## config.mk

```make
export PLATFORM = sky130hd
export DESIGN_NAME = pipeline_trace_monitor_flat
export DESIGN_NICKNAME = d
export VERILOG_FILES = /design/src/rtl/pipeline_trace_monitor_if.sv /design/src/rtl/pipeline_trace_monitor.sv /design/src/flat_wrapper.sv
export SDC_FILE = /design/constraint.sdc
export NUM_CORES = 2
export LEC_CHECK = 0
export CAP_MARGIN = 5
export CORE_MARGIN = 2
export CORE_UTILIZATION = 45
export CTS_BUF_LIST = sky130_fd_sc_hd__clkbuf_16
export DETAILED_ROUTE_END_ITERATION = 10
export PLACE_DENSITY = 0.61
export SETUP_SLACK_MARGIN = 0.5
export SYNTH_ARGS = -nofsm -noshare
export SYNTH_HDL_FRONTEND = slang
export SYNTH_SLANG_ARGS = --single-unit
```

## constraint.sdc

```tcl
create_clock -name clk -period 15.9 [get_ports clk]
set_input_delay 1.59 -clock clk [delete_from_list [all_inputs] [get_ports clk]]
set_output_delay 1.59 -clock clk [all_outputs]
set_load 0.03 [all_outputs]
```

## src/rtl/pipeline_trace_monitor_if.sv

```systemverilog
// Trace read channel between the monitor (master) and the debug host (slave).
// First-word-fall-through: the o_rd_* fields carry the FIFO head whenever o_rd_valid is high.
interface pipeline_trace_monitor_if #(
    parameter int XLEN = 32
);
    logic            i_rd_ready;
    logic            o_rd_valid;
    logic [XLEN-1:0] o_rd_pc;
    logic [31:0]     o_rd_instr;
    logic [4:0]      o_rd_rd;
    logic [XLEN-1:0] o_rd_data;

    modport master (
        input  i_rd_ready,
        output o_rd_valid, o_rd_pc, o_rd_instr, o_rd_rd, o_rd_data
    );
    modport slave (
        output i_rd_ready,
        input  o_rd_valid, o_rd_pc, o_rd_instr, o_rd_rd, o_rd_data
    );
endinterface

```

## src/rtl/pipeline_trace_monitor.sv

```systemverilog
// Run-time monitor beside the 5-stage datapath: saturating perf counters, retired-instruction
// trace FIFO drained by a debug host, and a status FSM for halt detection and cycle timeout.
module pipeline_trace_monitor #(
    parameter int XLEN     = 32,
    parameter int CNT_W    = 32,
    parameter int DEPTH    = 16,
    parameter int HALT_REG = 20,
    parameter int HALT_VAL = 100,
    parameter int TIMEOUT  = 80
) (
    input  logic              clk,
    input  logic              reset,
    input  logic              i_enable,
    input  logic              i_stall,
    input  logic              i_flush,
    input  logic [1:0]        i_forwardA,
    input  logic [1:0]        i_forwardB,
    input  logic              i_wb_valid,
    input  logic [XLEN-1:0]   i_wb_pc,
    input  logic [31:0]       i_wb_instr,
    input  logic              i_wb_regwrite,
    input  logic [4:0]        i_wb_rd,
    input  logic [XLEN-1:0]   i_wb_data,
    pipeline_trace_monitor_if.master trace,
    output logic [CNT_W-1:0]  o_cycles,
    output logic [CNT_W-1:0]  o_retired,
    output logic [CNT_W-1:0]  o_stalls,
    output logic [CNT_W-1:0]  o_flushes,
    output logic [CNT_W-1:0]  o_forwards,
    output logic [CNT_W-1:0]  o_dropped,
    output logic              o_overflow,
    output logic [1:0]        o_state,
    output logic              o_done,
    output logic              o_timeout
);
    localparam int AW = $clog2(DEPTH);

    typedef enum logic [1:0] {IDLE = 2'd0, RUN = 2'd1, DONE = 2'd2, TMO = 2'd3} state_t;

    typedef struct packed {
        logic [XLEN-1:0] pc;
        logic [31:0]     instr;
        logic [4:0]      rd;
        logic [XLEN-1:0] data;
    } rec_t;

    function automatic logic [CNT_W-1:0] sat_inc(input logic [CNT_W-1:0] v, input logic en);
        return (en && v != '1) ? v + {{(CNT_W-1){1'b0}}, 1'b1} : v;
    endfunction

    state_t          state;
    rec_t            mem [DEPTH];
    rec_t            rec_in, head;
    logic [AW:0]     wr_ptr, rd_ptr;
    logic            run, empty, full, push_req, push, pop, drop;
    logic            halt_hit, tmo_hit;
    logic [CNT_W-1:0] cycles_nxt;

    assign run = (state == RUN);

    // Pointers carry one extra wrap bit so full and empty are distinguishable.
    assign empty    = (wr_ptr == rd_ptr);
    assign full     = (wr_ptr[AW] != rd_ptr[AW]) && (wr_ptr[AW-1:0] == rd_ptr[AW-1:0]);
    assign push_req = run && i_wb_valid;
    assign pop      = !empty && trace.i_rd_ready;
    assign push     = push_req && (!full || pop);
    assign drop     = push_req && full && !pop;

    assign rec_in = '{pc:    i_wb_pc,
                      instr: i_wb_instr,
                      rd:    i_wb_regwrite ? i_wb_rd : 5'd0,
                      data:  i_wb_regwrite ? i_wb_data : '0};
    assign head   = mem[rd_ptr[AW-1:0]];

    assign trace.o_rd_valid = !empty;
    assign trace.o_rd_pc    = empty ? '0    : head.pc;
    assign trace.o_rd_instr = empty ? 32'd0 : head.instr;
    assign trace.o_rd_rd    = empty ? 5'd0  : head.rd;
    assign trace.o_rd_data  = empty ? '0    : head.data;

    assign halt_hit = (HALT_REG != 0) && run && i_wb_valid && i_wb_regwrite &&
                      (i_wb_rd == 5'(HALT_REG)) && (i_wb_data == XLEN'(HALT_VAL));
    assign cycles_nxt = sat_inc(o_cycles, 1'b1);
    assign tmo_hit    = (TIMEOUT != 0) && run && (cycles_nxt == CNT_W'(TIMEOUT));

    assign o_state   = state;
    assign o_done    = (state == DONE);
    assign o_timeout = (state == TMO);

    // Storage needs no reset: the read mux forces zeros while empty.
    always_ff @(posedge clk) begin
        if (push) mem[wr_ptr[AW-1:0]] <= rec_in;
    end

    always_ff @(posedge clk or posedge reset) begin
        if (reset) begin
            state      <= IDLE;
            wr_ptr     <= '0;
            rd_ptr     <= '0;
            o_cycles   <= '0;
            o_retired  <= '0;
            o_stalls   <= '0;
            o_flushes  <= '0;
            o_forwards <= '0;
            o_dropped  <= '0;
            o_overflow <= 1'b0;
        end else begin
            if (push) wr_ptr <= wr_ptr + 1'b1;
            if (pop)  rd_ptr <= rd_ptr + 1'b1;
            if (drop) o_overflow <= 1'b1;
            if (run) begin
                o_cycles   <= cycles_nxt;
                o_retired  <= sat_inc(o_retired, i_wb_valid);
                o_stalls   <= sat_inc(o_stalls, i_stall);
                o_flushes  <= sat_inc(o_flushes, i_flush);
                o_forwards <= sat_inc(o_forwards, |{i_forwardA, i_forwardB});
                o_dropped  <= sat_inc(o_dropped, drop);
            end
            // Halt outranks timeout; both outrank a pause in the same cycle.
            case (state)
                IDLE: if (i_enable) state <= RUN;
                RUN: begin
                    if (halt_hit)       state <= DONE;
                    else if (tmo_hit)   state <= TMO;
                    else if (!i_enable) state <= IDLE;
                end
                default: state <= state;
            endcase
        end
    end
endmodule

```

## src/flat_wrapper.sv

```systemverilog
// flat-port wrapper written by rule: the top's interface ports become plain ports
module pipeline_trace_monitor_flat 
#(
    parameter int XLEN     = 32,
    parameter int CNT_W    = 32,
    parameter int DEPTH    = 16,
    parameter int HALT_REG = 20,
    parameter int HALT_VAL = 100,
    parameter int TIMEOUT  = 80
)
  (clk, reset, i_enable, i_stall, i_flush, i_forwardA, i_forwardB, i_wb_valid, i_wb_pc, i_wb_instr, i_wb_regwrite, i_wb_rd, i_wb_data, o_cycles, o_retired, o_stalls, o_flushes, o_forwards, o_dropped, o_overflow, o_state, o_done, o_timeout, trace_i_rd_ready, trace_o_rd_valid, trace_o_rd_pc, trace_o_rd_instr, trace_o_rd_rd, trace_o_rd_data);
  pipeline_trace_monitor_if #(.XLEN(XLEN)) trace_i ();
  input  logic clk;
  input  logic reset;
  input  logic i_enable;
  input  logic i_stall;
  input  logic i_flush;
  input  logic [1:0] i_forwardA;
  input  logic [1:0] i_forwardB;
  input  logic i_wb_valid;
  input  logic [XLEN-1:0] i_wb_pc;
  input  logic [31:0] i_wb_instr;
  input  logic i_wb_regwrite;
  input  logic [4:0] i_wb_rd;
  input  logic [XLEN-1:0] i_wb_data;
  output logic [CNT_W-1:0] o_cycles;
  output logic [CNT_W-1:0] o_retired;
  output logic [CNT_W-1:0] o_stalls;
  output logic [CNT_W-1:0] o_flushes;
  output logic [CNT_W-1:0] o_forwards;
  output logic [CNT_W-1:0] o_dropped;
  output logic o_overflow;
  output logic [1:0] o_state;
  output logic o_done;
  output logic o_timeout;
  input wire logic [$bits(trace_i.i_rd_ready)-1:0] trace_i_rd_ready;
  output wire logic [$bits(trace_i.o_rd_valid)-1:0] trace_o_rd_valid;
  output wire logic [$bits(trace_i.o_rd_pc)-1:0] trace_o_rd_pc;
  output wire logic [$bits(trace_i.o_rd_instr)-1:0] trace_o_rd_instr;
  output wire logic [$bits(trace_i.o_rd_rd)-1:0] trace_o_rd_rd;
  output wire logic [$bits(trace_i.o_rd_data)-1:0] trace_o_rd_data;
  assign trace_i.i_rd_ready = trace_i_rd_ready;
  assign trace_o_rd_valid = trace_i.o_rd_valid;
  assign trace_o_rd_pc = trace_i.o_rd_pc;
  assign trace_o_rd_instr = trace_i.o_rd_instr;
  assign trace_o_rd_rd = trace_i.o_rd_rd;
  assign trace_o_rd_data = trace_i.o_rd_data;
  pipeline_trace_monitor #(.XLEN(XLEN), .CNT_W(CNT_W), .DEPTH(DEPTH), .HALT_REG(HALT_REG), .HALT_VAL(HALT_VAL), .TIMEOUT(TIMEOUT)) u_core (.clk(clk), .reset(reset), .i_enable(i_enable), .i_stall(i_stall), .i_flush(i_flush), .i_forwardA(i_forwardA), .i_forwardB(i_forwardB), .i_wb_valid(i_wb_valid), .i_wb_pc(i_wb_pc), .i_wb_instr(i_wb_instr), .i_wb_regwrite(i_wb_regwrite), .i_wb_rd(i_wb_rd), .i_wb_data(i_wb_data), .trace(trace_i), .o_cycles(o_cycles), .o_retired(o_retired), .o_stalls(o_stalls), .o_flushes(o_flushes), .o_forwards(o_forwards), .o_dropped(o_dropped), .o_overflow(o_overflow), .o_state(o_state), .o_done(o_done), .o_timeout(o_timeout));
endmodule
```

==> flow_summary_export.csv <==
group,metric,value,unit
global_route,overflow,0,
job,maxCapViolCount,0,
global_route,track_usage,21.14,%
synth,yosysWarnings,0,
clock_tree,cts.clk_slew.worst_paths,0.06,ns
clock_tree,cts_htree_levels,4,
sta,fin_skew,0.06267,ns
sta,hold_viol,0,
cells_and_area,syn_to_final_growth,17.95,%
sta,worst_slack,8.027,ns
setup_path,end_kind,"primary output",
die,die_h,402.7,µm
clock_tree,postCtsResizedCells,0,
sta,rsz0062_at_grt,"no",
cells_and_area,post-route-util,53.34,%
routing,post_drt_wl_per_cell,27.89,µm
routing,vias,35110,
synth,post_synth_instance_area,71540,µm²
routing,via_per_inst,5.729,
routing,drc,0,
routing,drt_iter0_markers,3222,
global_route,first_global_vias,35840,
die,coreArea,158200,µm²
sta,fin_crit,7.873,ns
power_and_ir_drop,p_total,13.35,mW
sta,setup_violations,0,
routing,drt_wl_total,170.9,mm
cells_and_area,final_layout_size_suffix_gt1_share,21.37,%
clock_tree,clk_latency,0.80,ns
setup_path,ff2ff_path_depth,8,
synth,synth_cell_types,60,
placement,dp_cells,5778,
setup_path,worstPathRequired,14.31,ns
setup_path,critPathLaunchType,"flop",
setup_path,critical_path_class,"flop to primary output",
clock_tree,cts.path.max_buffers,3,
synth,synth_seq_cells,1821,
clock_tree,cts_tree,"done",
setup_path,critPathMaxStageDelay,0.85,ns
die,dieArea,162200,µm²
worst_hold_path,min_path_type,"flop to flop",
global_route,grt_pass1_wl,249.8,mm
clock_tree,cts_hold_buf,0,
global_route,antenna_found_initial,20,
cells_and_area,final_cells,6129,
sta,setup_tns,0,ns
placement,place_ws,8.604,ns
die,initial_core_util,45.22,%
placement,hpwlAfterDp,89.24,mm
sta,relSlewSlack,24.90,%
synth,syn_inst,3399,
synth,synthArstFlopShare,11.26,%
die,dieWidth,402.7,µm
clock_tree,clock_tree.root_cell,"clkbuf_16",
power_and_ir_drop,peakVddDrop,0.0001621,V
sta,maxSlewViolCount,0,
placement,gp_congestion,0.8158,
power_and_ir_drop,pwr_density_cell,158.2,nW/µm²
setup_path,crit_fanout,117,
die,ios,412,
clock_tree,cts-buffers-inserted,188,
cells_and_area,nets,4020,
sta,max_clock_freq,127.0,MHz
setup_path,crit_chain,"buf_12 -> buf_4 -> buf_4 -> mux4_2 -> mux4_2 -> and2_1 -> clkdlybuf4s50_1",
die,rows,146,
setup_path,r2r_slack,10.98,ns
synth,synth_fp_nets,3523,
routing,ant_nets,0,
clock_tree,clock_sinks,1821,
setup_path,cpMaxStageDelayCell,"buf_4",
power_and_ir_drop,cellLeakagePower,26.93,nW
global_route,grt_start_max_net_pins,130,
clock_tree,cts_setup_buffers,0,
outcome,status,"complete, no violations",
sta,finalCritPeriodShare,49.52,%
sta,tightest_slew,1.116,ns
synth,syn_avg_cell_area,21.05,µm²
setup_path,arrival,6.28,ns
worst_hold_path,hold_depth,1,
synth,synth-main-ff-cell,"edfxtp_1",
synth,synth_edf_count,1616,
routing,dr.pass1.iters,7,
synth,ys_seq_area_share,75.01,%
placement,port_buffers,411,
critical path, delay by kind of cell, from the launching register on:
family / cells / cell delay [ns]
buf+inv: 4 / 3.13
mux: 2 / 1.16
flops: 1 / 0.82
simple gates: 1 / 0.20
synthesized netlist by cell type, types with 2 or more instances:
cell type	count	share of area (%)
edfxtp_1	1616	68
mux4_2	505	16
dfrtp_1	205	7.2
and2_1	152	1.3
xnor2_1	125	1.5
clkbuf_1	97	0.51
nand2_1	95	0.50
nor2_1	89	0.47
xor2_1	78	0.95
nand4_1	71	0.62
nand3_1	60	0.42
nor3_1	46	0.32
buf_2	44	0.31
and3_1	24	0.21
inv_1	24	0.13
and4_1	23	0.28
buf_1	18	0.094
nor4_1	18	0.16
ha_1	11	0.19
a31oi_1	7	0.061
nand2b_1	7	0.061
a21oi_1	6	0.042
or2_2	6	0.052
a211o_1	5	0.061
mux2_2	5	0.079
or3_1	5	0.044
a311oi_1	4	0.049
o21ai_0	4	0.028
or4_1	4	0.042
buf_4	3	0.031
mux2i_1	3	0.042
o211ai_1	3	0.031
a211oi_1	2	0.021
a41oi_1	2	0.024
and3b_1	2	0.024
nor2b_1	2	0.017
nor3b_1	2	0.021
nor4b_1	2	0.024
o21a_1	2	0.021
o311ai_0	2	0.024
cell usage in the layout, fill, tap and decap left out, drive strengths merged, types with 47 or more instances in the layout:
master	n
and2	152
buf	60
clkbuf	188
clkdlybuf4s50	410
clkinv	87
dfrtp	205
edfxtp	1616
inv	74
mux4	505
nand2	96
nand3	60
nand4	71
nor2	89
nor3	47
xnor2	125
xor2	78
per-stage QoR:
| step | cell area [µm²] | hold WS [ns] |
|---|---|---|
| 2_1_floorplan | 71540 | 0.4617 |
| 3_3_place_gp | 78230 | 0.4528 |
| 3_5_place_dp | 78230 | 0.4635 |
| 4_1_cts | 84370 | 0.4776 |
| 5_1_grt | 84370 | 0.5012 |
| 6_report | 84380 | 0.4769 |
cell families (layout without fill, tap and decap cells):
logic type,after synthesis,count (layout),share of synthesized area [%]
buffers and inverters,187,841,1.084
xor gates and xnor gates,203,203,2.485
DFF,1821,1821,75.01
other,0,4,0
AOI/OAI and AO/OA,48,48,0.5037
muxes,513,513,16.02
adders and majority gates,11,11,0.1924
and+or+nand+nor,616,616,4.708
area by class of cell:
type	count	area, µm²
antenna	4	10.01
fill	12310	73820
sequential	1821	53670
clock inverter	159	1435
clock buffer	188	4705
inverter	24	97.59
tap	2072	2592
multi-input combinational	1391	17230
timing repair buffer	470	4639
worst paths after layout:
check                                  endpoint              start
max in group asynchronous   u_core.o_retired[9]              reset
min                           u_core.o_overflow  u_core.o_overflow
max                        trace_o_rd_instr[31]   u_core.rd_ptr[0]
max reg2reg                  u_core.mem[11][12]   u_core.rd_ptr[0]
min in group asynchronous      u_core.rd_ptr[1]              reset
min reg2reg                   u_core.o_overflow  u_core.o_overflow
registers in the layout (all words and copies together), names as in the netlist:
register and flops:
u_core.mem 1616, u_core.o_cycles 32, u_core.o_dropped 32, u_core.o_flushes 32, u_core.o_forwards 32, u_core.o_overflow 1, u_core.o_retired 32, u_core.o_stalls 32
u_core.o_state 2, u_core.rd_ptr 5, u_core.wr_ptr 5
layer usage:
layer  up-vias  global-route usage, %  wire [µm]
met5         -                      0        163
met4        26                  5.434       3845
met3       245                  5.099      12830
met2      1206                  33.21      81680
met1     18680                  29.99      72410
li1      14950                      -          -
power by group:
group / switching, mW / internal (mW)
Combinational: 1.93 / 1.81
Sequential: 0.0716 / 5.22
Clock: 1.85 / 2.47
Total: 3.85 / 9.50
Power figures use the tool's default switching activity.
